File: src/rtl/powlib_epipe.sv
// powlib_epipe: elastic, bubble-collapsing valid/ready pipeline.
// S register stages advance independently, so an empty stage always accepts
// even while later stages are stalled. An optional 2-entry skid buffer in
// front of stage 0 makes in_rdy a flop output. Flush synchronously empties
// every stage and the skid buffer. cnt tracks the number of words held.
module powlib_epipe #(
  parameter int             W     = 8,
  parameter logic [W-1:0]   INIT  = {W{1'b0}},
  parameter int             S     = 4,
  parameter int             ESKID = 0,
  localparam int            CW    = $clog2(S + 3)
) (
  input  logic          clk,
  input  logic          rst,
  input  logic [W-1:0]  in_data,
  input  logic          in_vld,
  output logic          in_rdy,
  output logic [W-1:0]  out_data,
  output logic          out_vld,
  input  logic          out_rdy,
  input  logic          flush,
  output logic [CW-1:0] cnt
);

  // stage state
  logic [S-1:0]  r_v;
  logic [W-1:0]  r_d [S];
  logic [CW-1:0] r_cnt;

  // combinational helpers
  logic [S:0]    w_adv;
  logic [S-1:0]  w_prev_v;
  logic [W-1:0]  w_prev_d [S];
  logic          w_in_rdy;
  logic          w_acc;
  logic          w_emit;
  logic          w_s0_v;
  logic [W-1:0]  w_s0_d;

  assign w_acc    = in_vld & w_in_rdy;
  assign out_vld  = r_v[S-1] & ~flush;
  assign out_data = r_d[S-1];
  assign w_emit   = out_vld & out_rdy;
  assign in_rdy   = w_in_rdy;
  assign cnt      = r_cnt;

  // advance enables: a stage moves when it is empty or the stage after it moves
  always_comb begin
    w_adv    = {(S + 1){1'b0}};
    w_adv[S] = out_rdy;
    for (int i = S - 1; i >= 0; i--) begin
      w_adv[i] = ~r_v[i] | w_adv[i + 1];
    end
  end

  // what each stage would load on an advance: the previous stage or the pipe input
  always_comb begin
    w_prev_v[0] = w_s0_v;
    w_prev_d[0] = w_s0_d;
    for (int i = 1; i < S; i++) begin
      w_prev_v[i] = r_v[i - 1];
      w_prev_d[i] = r_d[i - 1];
    end
  end

  // stage registers; data is only loaded under a valid word so bubbles do not toggle it
  always_ff @(posedge clk or negedge rst) begin
    if (!rst) begin
      r_v <= {S{1'b0}};
      for (int i = 0; i < S; i++) begin
        r_d[i] <= INIT;
      end
    end else if (flush) begin
      r_v <= {S{1'b0}};
      for (int i = 0; i < S; i++) begin
        r_d[i] <= INIT;
      end
    end else begin
      for (int i = 0; i < S; i++) begin
        if (w_adv[i]) begin
          r_v[i] <= w_prev_v[i];
          if (w_prev_v[i]) begin
            r_d[i] <= w_prev_d[i];
          end
        end
      end
    end
  end

  // occupancy counter: words accepted minus words emitted
  always_ff @(posedge clk or negedge rst) begin
    if (!rst) begin
      r_cnt <= {CW{1'b0}};
    end else if (flush) begin
      r_cnt <= {CW{1'b0}};
    end else begin
      r_cnt <= r_cnt + {{(CW - 1){1'b0}}, w_acc} - {{(CW - 1){1'b0}}, w_emit};
    end
  end

  generate
    if (ESKID == 0) begin : g_noskid
      // input ready follows the stage-0 advance enable directly
      assign w_in_rdy = rst & ~flush & w_adv[0];
      assign w_s0_v   = w_acc;
      assign w_s0_d   = in_data;
    end else begin : g_skid
      logic [W-1:0] r_sk_d [2];
      logic [1:0]   r_sk_n;
      logic         r_rdy;
      logic         w_pop;
      logic [1:0]   w_sk_n_nxt;

      // ready comes from a flop so out_rdy never reaches in_rdy combinationally
      assign w_in_rdy = rst & ~flush & r_rdy;
      assign w_s0_v   = (r_sk_n != 2'd0);
      assign w_s0_d   = r_sk_d[0];
      assign w_pop    = w_s0_v & w_adv[0];

      // next skid occupancy from push/pop
      always_comb begin
        w_sk_n_nxt = r_sk_n;
        case ({w_acc, w_pop})
          2'b10:   w_sk_n_nxt = r_sk_n + 2'd1;
          2'b01:   w_sk_n_nxt = r_sk_n - 2'd1;
          default: w_sk_n_nxt = r_sk_n;
        endcase
      end

      // skid storage: entry 0 is always the oldest word
      always_ff @(posedge clk or negedge rst) begin
        if (!rst) begin
          r_sk_n    <= 2'd0;
          r_rdy     <= 1'b0;
          r_sk_d[0] <= INIT;
          r_sk_d[1] <= INIT;
        end else if (flush) begin
          r_sk_n    <= 2'd0;
          r_rdy     <= 1'b1;
          r_sk_d[0] <= INIT;
          r_sk_d[1] <= INIT;
        end else begin
          r_sk_n <= w_sk_n_nxt;
          r_rdy  <= (w_sk_n_nxt < 2'd2);
          case ({w_acc, w_pop})
            2'b10: begin
              if (r_sk_n == 2'd0) begin
                r_sk_d[0] <= in_data;
              end else begin
                r_sk_d[1] <= in_data;
              end
            end
            2'b01: begin
              if (r_sk_n == 2'd2) begin
                r_sk_d[0] <= r_sk_d[1];
              end
            end
            2'b11: begin
              if (r_sk_n == 2'd1) begin
                r_sk_d[0] <= in_data;
              end else begin
                r_sk_d[0] <= r_sk_d[1];
                r_sk_d[1] <= in_data;
              end
            end
            default: begin
            end
          endcase
        end
      end
    end
  endgenerate

endmodule

File: config.mk
export PLATFORM = sky130hd
export DESIGN_NAME = powlib_epipe
export DESIGN_NICKNAME = d
export VERILOG_FILES = /design/src/rtl/powlib_epipe.sv
export SDC_FILE = /design/constraint.sdc
export NUM_CORES = 1
export LEC_CHECK = 0
export BUFFER_PORTS_ARGS = -buffer_cell sky130_fd_sc_hd__buf_4
export CORE_MARGIN = 2
export CORE_UTILIZATION = 50
export DETAILED_ROUTE_END_ITERATION = 16
export PLACE_DENSITY = 0.72
export SYNTH_ARGS = -nofsm -noshare
export SYNTH_HDL_FRONTEND = slang
export SYNTH_SLANG_ARGS = --single-unit
File: constraint.sdc
create_clock -name clk -period 3 [get_ports clk]
set_input_delay 0.45 -clock clk [delete_from_list [all_inputs] [get_ports clk]]
set_output_delay 0.45 -clock clk [all_outputs]
set_load 0.01 [all_outputs]
==> results.py <==
metrics = {
    "power": {
        "vdd_drop_max_v": 0.0003841,
        "power_density_nw_per_um2": 469.3,
        "clockPowerShare_pct": 37.1,
        "p_comb_share_pct": 8.4,
        "pwr-share-seq_pct": 54.5,
        "p_sw_uw": 229.2,
        "power.internal_uw": 784.9,
        "swShare_pct": 22.60,
        "p_leak_uw": 0.001057,
    },
    "cts": {
        "clkSinkCount": 39,
        "insertion_delay_ps": 280,
        "cts_tree": "built",
        "cts_root_buffer": "clkbuf_8",
        "postCtsResizedCells": 0,
        "cts_max_level": 2,
        "cts_max_path_buffers": 2,
        "numCtsBuffers": 5,
        "post_cts_buffers": 0,
        "path_clk_slew_ps": 70,
        "cts.hold.buffers_added": 0,
    },
    "sta": {
        "setup_viol": 0,
        "tightest_slew_ps": 867.0,
        "final.min_clock_period_ps": 2256,
        "hold_viol_final": 0,
        "rsz0062_at_grt": "no",
        "finalCritPeriodShare_pct": 75.21,
        "finalSetupTns_ps": 0,
        "timing.final.max_slew_violations": 0,
        "fmax_mhz": 443.2,
        "slew_headroom_pct": 42.14,
        "clock_skew_ps": 6.633,
    },
    "critical_path": {
        "end_kind": "flip-flop",
        "path_cells": "and4b_1 > a21oi_1 > nand3_1 > ha_1 > inv_1 > ha_1 > inv_1 > fa_1 > xnor2_1 > nor2_1",
        "startpoint_type": "flip-flop",
        "slowest_delay_ps": 490,
        "slowest_stage": "dfrtp_1",
        "arrival_ps": 2420,
        "cp.required_ps": 3170,
        "crit_type": "reg2reg",
        "crit_fanout": 11,
    },
    "route": {
        "drt-initial-drc-count": 83,
        "routed_wl_um": 3545,
        "dr_wl_met2_um": 1775,
        "routedWlPerCell_um": 14.12,
        "first_pass_iters": 4,
        "wl_met3_um": 163,
        "top_layer": "met4",
        "vias": 1439,
        "detail-route-antenna-nets": 0,
        "wl_met1_um": 1568,
        "drc": 0,
        "via_per_inst": 5.733,
    },
    "die": {
        "core_um2": 3716,
        "die_w_um": 66.54,
        "io_pins": 26,
        "rows": 22,
        "start_util_pct": 52.63,
        "fp.dieArea_um2": 4428,
        "die_y_um": 66.54,
    },
    "logic_synthesis": {
        "ys.flop_type": "dfrtp_1",
        "netlist_area_um2": 1956,
        "synth.distinct_cells": 31,
        "yosysWarnings": 0,
        "synth.yosys.seq_area_share_pct": 49.90,
        "syn_area_per_cell_um2": 10.35,
        "synth_fp_nets": 205,
        "ys_ff_latch": 39,
        "ys_async_sr_fraction_pct": 100.0,
        "synthCells": 189,
        "synth_edf_count": 0,
    },
    "global_route": {
        "track_usage_pct": 18.77,
        "grt_pass1_vias": 1390,
        "grt_pass1_wl_um": 6327,
        "overflow": 0,
        "grt_max_degree": 42,
        "grt_antenna_before_repair": 0,
    },
    "place": {
        "place.port_buffers": 25,
        "dp_hpwl_um": 2537,
        "gp_congestion": 0.7211,
    },
    "final_layout": {
        "nets": 218,
        "areaGrowthSynthToFinish_pct": 10.49,
        "n_fill_cell": 339,
        "diodes": 0,
        "layout_commonest_cell": "dfrtp_1",
        "final_cell_mix": "39 x dfrtp_1, 33 x nand2_1, 29 x buf_4",
        "layout-drive-gt1-share_pct": 19.70,
        "fin_util_pct": 58.15,
    },
    "min_path": {
        "worstHoldPathType": "in2async",
    },
    "run_status": {
        "status": "finished, final reports clean",
    },
    "job": {
        "maxCapViolations": 0,
    },
}
[through the flow]
step / instances / area (um^2) / setup WS [ps] / power (uW) / hold slack (ps)
floorplan: 189 / 1956 / 821.2 / 611.5 / 154.4
CTS: 251 / 2161 / 742.8 / 1026 / 259.3
global route: 251 / 2161 / 538.6 / 1062 / 283.8
detailed placement: 243 / 2061 / 759.1 / 648.9 / 536.5
global placement: 243 / 2061 / 821.4 / 643.2 / 523.2
finish: 251 / 2161 / 743.8 / 1014 / 256.0
[area by class of cell]
class | instances | area, um^2 | share of cell area [%]
well taps | 48 | 60.06 | 2.779
flip-flops and latches | 39 | 975.9 | 45.17
clock buffers | 8 | 100.1 | 4.632
inverters | 4 | 15.01 | 0.6948
multi-input cells | 123 | 792.0 | 36.65
repair buffers | 29 | 217.7 | 10.08
[logic make-up after synthesis]
logic type | Yosys count | synth area share (%)
and+or+nand+nor | 65 | 15.80
xor gates and xnor gates | 2 | 0.8959
AOI/OAI and AO/OA | 37 | 13.31
DFF | 39 | 49.90
adders and majority gates | 3 | 2.303
muxes | 16 | 8.189
buffers and inverters | 27 | 9.596
[sequential cells by signal, indices dropped and copies added (netlist names)]
name,flops
r_d,24
out_data,8
r_v,4
cnt,3
[power by group through the flow]
| stage | sequential, uW | clock [uW] | combinational [uW] |
|---|---|---|---|
| floorplan | 558 | 0 | 53.1 |
| global placement | 561 | 0 | 82.0 |
| detailed placement | 563 | 0 | 86.3 |
| CTS | 552 | 387 | 86.7 |
| global route | 554 | 411 | 96.1 |
| finish | 553 | 376 | 85.6 |
[final timing paths]
check	depth (start not counted)	endpoint	slack (ps)	from
setup reg to reg	10	cnt[2]	740	r_v[2]
min in group clk	3	r_d[24]	400	in_data[0]
hold reg to reg	2	r_d[19]	540	r_d[19]
hold / removal	2	cnt[1]	260	rst
max in group asynchronous	2	out_data[4]	2400	rst
setup / recovery	10	cnt[2]	740	r_v[2]
[synthesized netlist by cell type, types with 2 or more instances]
cell type   n  area [um^2]
dfrtp_1    39        975.9
nand4_1     8        50.05
nor2b_1     2        12.51
nor2_1      5        18.77
buf_4      12        90.09
mux2i_1    16        160.2
a32oi_1     8        70.07
nand3_1     9        45.04
ha_1        2        25.02
o21ai_0     8        40.04
and2_1      2        12.51
inv_1       3        11.26
nand2b_1    2        12.51
a21oi_1    11        55.05
o311ai_1    8        70.07
buf_6       3        33.78
nand2_1    33        123.9
buf_2       5        25.02
[per-layer routing]
layer	track usage, %	vias up
met1	23.52	711
met4	6.122	0
li1	-	691
met5	0	-
met3	4.054	4
met2	32.13	33
[critical path, delay by kind of cell (launching register included)]
| family | cells | cell delay [ps] |
|---|---|---|
| flip-flops | 1 | 490 |
| AND/OR/NAND/NOR | 3 | 410 |
| adder cells (fa/ha/maj) | 3 | 780 |
| XOR/XNOR | 1 | 170 |
| buffers and inverters | 2 | 110 |
| AO/OA/AOI/OAI | 1 | 180 |
No activity file was read; power rests on OpenSTA's default activity.
